### src/rtl/debounce_pkg.sv
// Shared definitions for the multi-channel push-button debouncer:
// repeat FSM state encoding, default parameter values and a constant helper.
package debounce_pkg;

    typedef enum logic [1:0] {
        IDLE   = 2'd0,
        HOLD   = 2'd1,
        REPEAT = 2'd2
    } rpt_state_t;

    localparam int DEF_N_CH       = 4;
    localparam int DEF_STABLE_CYC = 4;
    localparam int DEF_HOLD_CYC   = 8;
    localparam int DEF_REPEAT_CYC = 3;
    localparam int DEF_REPEAT_EN  = 1;

    function automatic int max_int(input int a, input int b);
        return (a > b) ? a : b;
    endfunction

endpackage

### src/rtl/debounce_ch.sv
// One debounce channel: 2-flop synchronizer, tick-gated stability counter,
// registered press/release pulses and the hold/auto-repeat state machine.
module debounce_ch
    import debounce_pkg::*;
#(
    parameter int STABLE_CYC = DEF_STABLE_CYC,
    parameter int HOLD_CYC   = DEF_HOLD_CYC,
    parameter int REPEAT_CYC = DEF_REPEAT_CYC,
    parameter int REPEAT_EN  = DEF_REPEAT_EN
) (
    input  logic clk,
    input  logic rst,
    input  logic tick,
    input  logic pb,
    output logic db_out,
    output logic press,
    output logic release_o,
    output logic rpt
);

    localparam int CNT_W  = $clog2(STABLE_CYC + 1);
    localparam int RCNT_W = $clog2(max_int(HOLD_CYC, REPEAT_CYC) + 1);
    localparam logic [CNT_W-1:0]  CNT_LAST  = CNT_W'(STABLE_CYC - 1);
    localparam logic [RCNT_W-1:0] HOLD_LAST = RCNT_W'(HOLD_CYC - 1);
    localparam logic [RCNT_W-1:0] REP_LAST  = RCNT_W'(REPEAT_CYC - 1);

    logic              r_sync1;
    logic              r_sync2;
    logic [CNT_W-1:0]  r_cnt;
    logic              r_db;
    logic              r_press;
    logic              r_release;
    logic              r_rpt;
    logic [RCNT_W-1:0] r_rcnt;
    rpt_state_t        r_state;

    logic w_differ;
    logic w_accept;
    logic w_rise;
    logic w_fall;

    assign w_differ = (r_sync2 != r_db);
    assign w_accept = tick && w_differ && (r_cnt == CNT_LAST);
    assign w_rise   = w_accept && r_sync2;
    assign w_fall   = w_accept && !r_sync2;

    always_ff @(posedge clk) begin
        if (rst) begin
            r_sync1   <= 1'b0;
            r_sync2   <= 1'b0;
            r_cnt     <= '0;
            r_db      <= 1'b0;
            r_press   <= 1'b0;
            r_release <= 1'b0;
        end else begin
            r_sync1   <= pb;
            r_sync2   <= r_sync1;
            r_press   <= w_rise;
            r_release <= w_fall;
            if (tick) begin
                // A single agreeing tick restarts the count, so short glitches die here.
                if (!w_differ || w_accept) begin
                    r_cnt <= '0;
                end else begin
                    r_cnt <= r_cnt + 1'b1;
                end
                if (w_accept) begin
                    r_db <= r_sync2;
                end
            end
        end
    end

    always_ff @(posedge clk) begin
        if (rst) begin
            r_state <= IDLE;
            r_rcnt  <= '0;
            r_rpt   <= 1'b0;
        end else begin
            r_rpt <= 1'b0;
            if (REPEAT_EN == 0) begin
                r_state <= IDLE;
                r_rcnt  <= '0;
            end else if (w_fall) begin
                // Release wins over a coinciding repeat tick.
                r_state <= IDLE;
                r_rcnt  <= '0;
            end else if (tick) begin
                case (r_state)
                    IDLE: begin
                        if (w_rise) begin
                            r_state <= HOLD;
                            r_rcnt  <= '0;
                        end
                    end
                    HOLD: begin
                        if (r_rcnt == HOLD_LAST) begin
                            r_rpt   <= 1'b1;
                            r_state <= REPEAT;
                            r_rcnt  <= '0;
                        end else begin
                            r_rcnt <= r_rcnt + 1'b1;
                        end
                    end
                    REPEAT: begin
                        if (r_rcnt == REP_LAST) begin
                            r_rpt  <= 1'b1;
                            r_rcnt <= '0;
                        end else begin
                            r_rcnt <= r_rcnt + 1'b1;
                        end
                    end
                    default: begin
                        r_state <= IDLE;
                        r_rcnt  <= '0;
                    end
                endcase
            end
        end
    end

    assign db_out    = r_db;
    assign press     = r_press;
    assign release_o = r_release;
    assign rpt       = r_rpt;

endmodule

### src/rtl/multi_debounce.sv
// N_CH independent push-button debouncers with press/release pulses and auto-repeat.
// The release pulse port is release_o because "release" is a reserved word.
module multi_debounce
    import debounce_pkg::*;
#(
    parameter int N_CH       = DEF_N_CH,
    parameter int STABLE_CYC = DEF_STABLE_CYC,
    parameter int HOLD_CYC   = DEF_HOLD_CYC,
    parameter int REPEAT_CYC = DEF_REPEAT_CYC,
    parameter int REPEAT_EN  = DEF_REPEAT_EN
) (
    input  logic            clk,
    input  logic            rst,
    input  logic            tick,
    input  logic [N_CH-1:0] pb,
    output logic [N_CH-1:0] db_out,
    output logic [N_CH-1:0] press,
    output logic [N_CH-1:0] release_o,
    output logic [N_CH-1:0] rpt
);

    generate
        for (genvar gi = 0; gi < N_CH; gi++) begin : g_ch
            debounce_ch #(
                .STABLE_CYC (STABLE_CYC),
                .HOLD_CYC   (HOLD_CYC),
                .REPEAT_CYC (REPEAT_CYC),
                .REPEAT_EN  (REPEAT_EN)
            ) u_ch (
                .clk       (clk),
                .rst       (rst),
                .tick      (tick),
                .pb        (pb[gi]),
                .db_out    (db_out[gi]),
                .press     (press[gi]),
                .release_o (release_o[gi]),
                .rpt       (rpt[gi])
            );
        end
    endgenerate

endmodule
### config.mk
export PLATFORM = sky130hd
export DESIGN_NAME = multi_debounce
export DESIGN_NICKNAME = d
export VERILOG_FILES = /design/src/rtl/debounce_pkg.sv /design/src/rtl/debounce_ch.sv /design/src/rtl/multi_debounce.sv
export SDC_FILE = /design/constraint.sdc
export NUM_CORES = 1
export LEC_CHECK = 0
export ABC_AREA = 1
export CAP_MARGIN = 20
export CELL_PAD_IN_SITES_DETAIL_PLACEMENT = 2
export CELL_PAD_IN_SITES_GLOBAL_PLACEMENT = 2
export CORE_ASPECT_RATIO = 0.7
export CORE_UTILIZATION = 35
export CTS_BUF_LIST = sky130_fd_sc_hd__clkbuf_2 sky130_fd_sc_hd__clkbuf_4 sky130_fd_sc_hd__clkbuf_8
export CTS_CLUSTER_DIAMETER = 100
export DETAILED_ROUTE_END_ITERATION = 6
export GPL_TIMING_DRIVEN = 0
export MAX_ROUTING_LAYER = met4
export PLACE_DENSITY_LB_ADDON = 0.1
export SLEW_MARGIN = 15
export SYNTH_ARGS = -nofsm -noshare
export SYNTH_HDL_FRONTEND = slang
export SYNTH_SLANG_ARGS = --single-unit
### constraint.sdc
create_clock -name clk -period 1.8 [get_ports clk]
set_clock_uncertainty 0.05 [all_clocks]
set_input_delay 0.36 -clock clk [delete_from_list [all_inputs] [get_ports clk]]
set_output_delay 0.36 -clock clk [all_outputs]
set_load 0.03 [all_outputs]
# ---- After elaboration in Yosys (flattened, before gate mapping)
# Cells that the tools add are included.
dict set report word_totals {
  inputBits 7
  out_inout_bits 16
  wordCells 177
  regBits 60
}
dict set report classes {
  n_addsub 8
  bitwise 5
  muxes 44
  reduce_logical 52
  eq_ne 32
}
# cell count
set op_table {}
lappend op_table {{2-to-1 mux 4 bit} 12}
lappend op_table {{case mux 4 bit (3 select lines)} 4}
lappend op_table {{case mux 2 bit (3 select lines)} 4}
lappend op_table {{adder 4 x 1 -> 4 bit, second input constant} 4}
lappend op_table {{equality test 4 x 2 -> 1 bit, second input constant} 4}
lappend op_table {{equality test 4 x 3 -> 1 bit, second input constant} 4}
lappend op_table {{logical AND 1 bit} 16}
lappend op_table {{2-to-1 mux 2 bit} 8}
lappend op_table {{inequality test 2 x 1 -> 1 bit, second input constant} 8}
lappend op_table {{AND reduction 2 bit} 8}
lappend op_table {{AND reduction 4 bit} 4}
lappend op_table {{adder 3 x 1 -> 3 bit, second input constant} 4}
lappend op_table {{equality test 3 x 2 -> 1 bit, second input constant} 4}
lappend op_table {{2-to-1 mux 3 bit} 4}
lappend op_table {{OR reduction 3 bit} 4}
lappend op_table {{equality test 2 x 1 -> 1 bit, second input constant} 4}
lappend op_table {{equality test 2 bit, second input constant} 4}
lappend op_table {{logical NOT 1 bit} 8}
lappend op_table {{logical NOT 2 bit} 4}
lappend op_table {{2-to-1 mux 1 bit} 8}
lappend op_table {{case mux 1 bit (2 select lines)} 4}
lappend op_table {{OR reduction 2 bit} 4}
lappend op_table {{NOT 1 bit} 5}
lappend op_table {{logical OR 1 bit} 4}
lappend op_table {{inequality test 1 bit} 4}

# ---- Longest topological paths before layout
dict set report depth {
  ltp_word 6
  mapped_depth 10
  ltp_nobuf 10
}

# ---- By module
# From an unflattened synthesis, not the netlist that was laid out.
dict set report hier_totals {
  cells_unflattened 436
  hier_area_um2 3183.1
}
# module area_per_inst_um2 instances cells_each seq_area_each_um2
set modules_own_cells {}
lappend modules_own_cells {debounce_ch 795.8 4 109 300.3}

# ---- Worst setup path before layout
# Ideal clock, no wire load.
dict set report synth_path {
  path_type {register to register}
  from {register g_ch[3].u_ch.r_cnt[0]}
  to {register g_ch[3].u_ch.r_rcnt[0]}
  arrival_ps 1320
  synth_period_minus_slack_ps 1440
  setup_time_ps 70
  stages_incl_launch_ff 8
  setup_slack_ps 360
  cell_sequence {dfxtp_1 -> ha_1 -> ha_1 -> nand2_1 -> nor2_1 -> nor2_1 -> o21ai_0 -> a21oi_1}
}
dict set report synth_via {
  elab_chain_len 5
}
# element line
set synth_lines {}
lappend synth_lines {{from (decl)} debounce_ch.sv:29} ;# logic [CNT_W-1:0] r_cnt;
lappend synth_lines {{from (signal assigned)} debounce_ch.sv:65} ;# r_cnt <= r_cnt + 1'b1;
lappend synth_lines {{equality test 3 x 2 -> 1 bit *} debounce_ch.sv:43} ;# assign w_accept = tick && w_differ && (r_cnt == CNT_LAST);
lappend synth_lines {{logical AND 1 bit *} debounce_ch.sv:43}
lappend synth_lines {{logical AND 1 bit} debounce_ch.sv:44} ;# assign w_rise = w_accept && r_sync2;
lappend synth_lines {{inequality test 2 x 1 -> 1 bit (no source line)} n/a}
lappend synth_lines {{AND reduction 2 bit (no source line)} n/a}
lappend synth_lines {{to (signal assigned)} debounce_ch.sv:102} ;# r_rcnt <= r_rcnt + 1'b1;
lappend synth_lines {{to (signal assigned)} debounce_ch.sv:110} ;# r_rcnt <= r_rcnt + 1'b1;
lappend synth_lines {{to (decl)} debounce_ch.sv:34} ;# logic [RCNT_W-1:0] r_rcnt;
# Every way passes the cells marked *; elsewhere a longest branch is shown, timed or not.
# A chain may end at the register's enable or synchronous reset.

# ---- Worst setup path after layout
dict set report layout_path {
  from {register g_ch[3].u_ch.r_db}
  to {output db_out[3]}
}
# element line
set layout_rtl {}
lappend layout_rtl {{from (decl)} debounce_ch.sv:30} ;# logic r_db;
lappend layout_rtl {{from (signal assigned)} debounce_ch.sv:68} ;# r_db <= r_sync2;
lappend layout_rtl {{to (decl)} multi_debounce.sv:16} ;# output logic [N_CH-1:0] db_out,
# No word-level cell between the ends.

==> results summary <==
The post-place instance area is 3470 um2. The library cells used most frequently in the layout, excluding fill and tap cells, are sky130_fd_sc_hd__nand2_1, sky130_fd_sc_hd__inv_1, sky130_fd_sc_hd__dfxtp_1. The post-synthesis share of cell area spent on xor and xnor gates came out at 0%. The layout filler cell count came out at 1036. The hold violation total from the final report came out at 0. The sum of negative setup slack is 0 ns. After clock tree synthesis, the flow added hold-fix buffers numbering 0.

The sequential share of the synthesized area came out at 38.6%. The sort of element at the start of the critical path is a register. The total of max-cap violations is 0.

The layout net count is 500. The worst setup path is captured at a primary output. The clock network fraction of total power came out at 39.4%. Of the total power, the share spent switching nets is 27.7%. The design internal power came out at a little over 0.002 W. Of all cell types, the one taking the most synthesized area is sky130_fd_sc_hd__dfxtp_1.

The sequential standard cell area is 1200 um2. The total I/O pin count is 23. The post-detailed-route count of antenna-violating nets is 0. The total setup violations reported at the end of the flow is 0. The top cell type by area accounts for 38.6% of the synthesized area.

The DRC violation count after routing came out at 0. The required time at the endpoint of the critical path came out at about 1.4 ns. In the final layout, the multi-input gates occupy 1540 um2. The total power draw came out at 0.00287 W. In this run the standard cell core region covers between 8000 and 9000 um2. TritonCTS built the clock tree. The total of buffers placed on input and output ports came out at 21. The initial cell density of the core is roughly 36%. Summing every instance area after synthesis gives approximately 3100 um2.

TritonCTS created 9 clock buffers. In the synthesized netlist, the number of instances is about 430. The slowest stage of the critical path belongs to the cell sky130_fd_sc_hd__dfxtp_1. The library cell used most frequently in the layout, excluding fill and tap cells, is sky130_fd_sc_hd__nand2_1. The clock latency of the later-clocked register in the worst-skew pair is 0.36 ns.

The run finished with clean final reports. The share of total power in sequential cells came out at 48.8%. After detailed routing, the number of vias per cell comes to 4.77. The number of DRC markers after the initial detailed-route iteration is 61.

The number of antenna diodes came out at 0. The first global-routing pass estimated 14.9 mm of wire. The buffer and inverter count on the worst path came out at 2. The area growth from synthesis to layout is 17.7%. The combinational power share came out at 11.7%.

Setup repair after global routing left no endpoint under its margin. The multiplexer fraction of the synthesized cell area came out at 0%. The maximum level of the CTS H-tree came out at 3. The worst hold slack after final layout is 0.364 ns. Among all flip-flop cells after synthesis, the most frequent one is sky130_fd_sc_hd__dfxtp_1. The number of detailed-route iterations in the first pass came out at 4. The post-synthesis share of cell area spent on and, or, nand and nor gates came out at 28.0%. The average instance in the mapped netlist occupies 7.19 um2.

The share of final-layout standard cells stronger than drive strength 1 is 10.0%. STA puts the critical path data arrival time at 1.26 ns. The number of sinks handled by clock tree synthesis is 60.

The die covers 9290 um2. The minimum setup slack after placement is -0.462 ns. The all-layer global routing usage came out at 22.4%. The cell chosen for the clock root is sky130_fd_sc_hd__clkbuf_8.

The quantity of gates resized following cts came out at 21. The number of flops mapped to enable cells by yosys is 0. The initial antenna violation count came out at 0. Once detailed placement completed, the half-perimeter wirelength came to 6.70 mm. Traced cell by cell, the critical path runs through buf_4 -> dlygate4sd2_1. In this run the post-CTS setup repair buffer count came out at 0. The count of different cell masters after synthesis is 21. The clock passes through at most 2 buffers. The worst slew margin relative to its limit is 55.1%.

Entering global routing, the biggest net connects 11 pins. The global route total overflow came out at 0. The synthesized-area fraction occupied by adder cells is 11.2%. The post-synthesis net count came out at 468. The worst-case setup margin in the final layout is 0.131 ns. Subtracting the final worst setup slack from the clock period gives around 1.7 ns.

By startpoint and endpoint, the worst setup path is classified as reg2out. Summing over every cut layer, the via total after detailed routing is 2807. The worst-case vdd ir drop is 0.000467 V.

The vertical extent of the die came out at around 81 um. The slew at the pin with the worst max-slew slack came out at 0.673 ns. The worst stage delay on the critical path is 0.39 ns. By area the synthesized netlist is led by sky130_fd_sc_hd__dfxtp_1, sky130_fd_sc_hd__nand2_1, sky130_fd_sc_hd__ha_1. The total leakage power is about 1.7 nW. The wire length per cell after detailed routing is 15.2 um. The kind of path behind the tightest hold check is reg2reg. The fraction of the mapped netlist area in compound gates came out at 9.28%. The final design area excluding fillers came out at 3660 um2. The final clock period utilization by the worst path is 92.7%.

After clock tree synthesis, the clock-pin slew on the worst setup and hold paths is 0.07 ns. In this run, synthesis produced a sequential element count of 60. In this design, the largest share of critical-path delay is due to buffers and inverters.

The final RePlAce weighted congestion came out at roughly 0.8. After synthesis, the share of flip-flops with an asynchronous set or reset is 0%. The count of standard-cell rows came out at 28. The die outline width came out at 115 um. The number of pins with negative max-slew slack in the final report is 0.

The routed wire length came out at 8.95 mm. The Yosys step of the flow raised 0 warnings. The highest achievable clock rate came out at 0.599 GHz. The power per standard cell area is 783 nW/um2. The switching power came out at 0.000796 W. Along the worst path, the maximum fanout reaches 4.

The number of global-route vias before repair is 3046. By area, the combinational part of the netlist is dominated by simple AND/OR/NAND/NOR gates.
[power groups by stage]
stage | logic, W | registers (W) | clock network [W]
after floorplan | 0.000224 | 0.00142 | 0
after global placement | 0.000306 | 0.00143 | 0
after detailed placement | 0.000328 | 0.00143 | 0
after CTS | 0.000339 | 0.00140 | 0.00117
after global routing | 0.000384 | 0.00141 | 0.00123
final | 0.000337 | 0.00140 | 0.00113
[cells in the mapped netlist (2+ instances only)]
cell / instances
sky130_fd_sc_hd__a21boi_0: 3
sky130_fd_sc_hd__or2_4: 2
sky130_fd_sc_hd__inv_1: 67
sky130_fd_sc_hd__o21ai_0: 17
sky130_fd_sc_hd__nand4_1: 13
sky130_fd_sc_hd__dfxtp_1: 60
sky130_fd_sc_hd__nand3b_1: 3
sky130_fd_sc_hd__nand3_2: 2
sky130_fd_sc_hd__nand2_1: 99
sky130_fd_sc_hd__clkbuf_1: 5
sky130_fd_sc_hd__nand2_4: 2
sky130_fd_sc_hd__o22ai_1: 4
sky130_fd_sc_hd__a21oi_1: 27
sky130_fd_sc_hd__nand3_1: 27
sky130_fd_sc_hd__o21a_1: 2
sky130_fd_sc_hd__ha_1: 28
sky130_fd_sc_hd__buf_4: 17
sky130_fd_sc_hd__nor2_1: 52
[per-stage QoR]
stage               utilization (%)  instances
global placement               40.6        574
floorplan                         -        433
global route                   42.9        589
finish                         42.9        589
detailed placement             40.6        574
CTS                            42.6        589
[sequential cells by signal, summed over array words and instances (netlist names)]
name	cells
g_ch.u_ch.r_rcnt	16
g_ch.u_ch.press	4
g_ch.u_ch.db_out	4
g_ch.u_ch.r_cnt	12
g_ch.u_ch.r_state	8
g_ch.u_ch.r_sync1	4
g_ch.u_ch.rpt	4
g_ch.u_ch.release_o	4
g_ch.u_ch.r_sync2	4
[layer usage]
| metal | GRT usage [%] | vias to the layer above | part of all wire (%) |
|---|---|---|---|
| met1 | 27.0 | 1355 | 49 |
| met4 | 8.70 | 0 | 1.4 |
| met2 | 36.4 | 29 | 47 |
| li1 | - | 1414 | - |
| met3 | 5.37 | 9 | 2.6 |
| met5 | - | - | 0 |
[cell type report]
| cell class | count | area share (%) |
|---|---|---|
| multi-input cells | 283 | 42.1 |
| well taps | 120 | 4.10 |
| inverters | 68 | 6.96 |
| plain buffers | 22 | 4.03 |
| clock buffers | 13 | 4.54 |
| repair buffers | 21 | 5.26 |
| clock inverters | 2 | 0.273 |
| flip-flops and latches | 60 | 32.8 |
[kinds of logic (layout without fill, tap and decap cells)]
group	count (synthesis)	in the layout
adder cells (fa/ha/maj)	28	28
buffers and inverters	90	126
AO/OA/AOI/OAI	54	54
AND/OR/NAND/NOR	201	201
flip-flops	60	60
[final timing paths]
check / start / endpoint / slack, ns / depth (start not counted)
worst max-delay path: g_ch[3].u_ch.db_out$_SDFFE_PP0P_ / db_out[3] / 0.13 / 2
worst min-delay path: g_ch[1].u_ch.r_sync1$_SDFF_PP0_ / g_ch[1].u_ch.r_sync2$_SDFF_PP0_ / 0.36 / 2
worst max register to register: g_ch[0].u_ch.r_cnt[0]$_SDFFE_PP0P_ / g_ch[0].u_ch.r_state[0]$_SDFFE_PP0P_ / 0.15 / 8
worst min register to register: g_ch[1].u_ch.r_sync1$_SDFF_PP0_ / g_ch[1].u_ch.r_sync2$_SDFF_PP0_ / 0.36 / 2
[tightest hold or removal path, stage by stage (launching register included)]
cell	delay (ns)
sky130_fd_sc_hd__dfxtp_1	0.30
sky130_fd_sc_hd__inv_1	0.04
sky130_fd_sc_hd__nor2_1	0.03
Note: power is estimated with default switching activity, not from simulation.
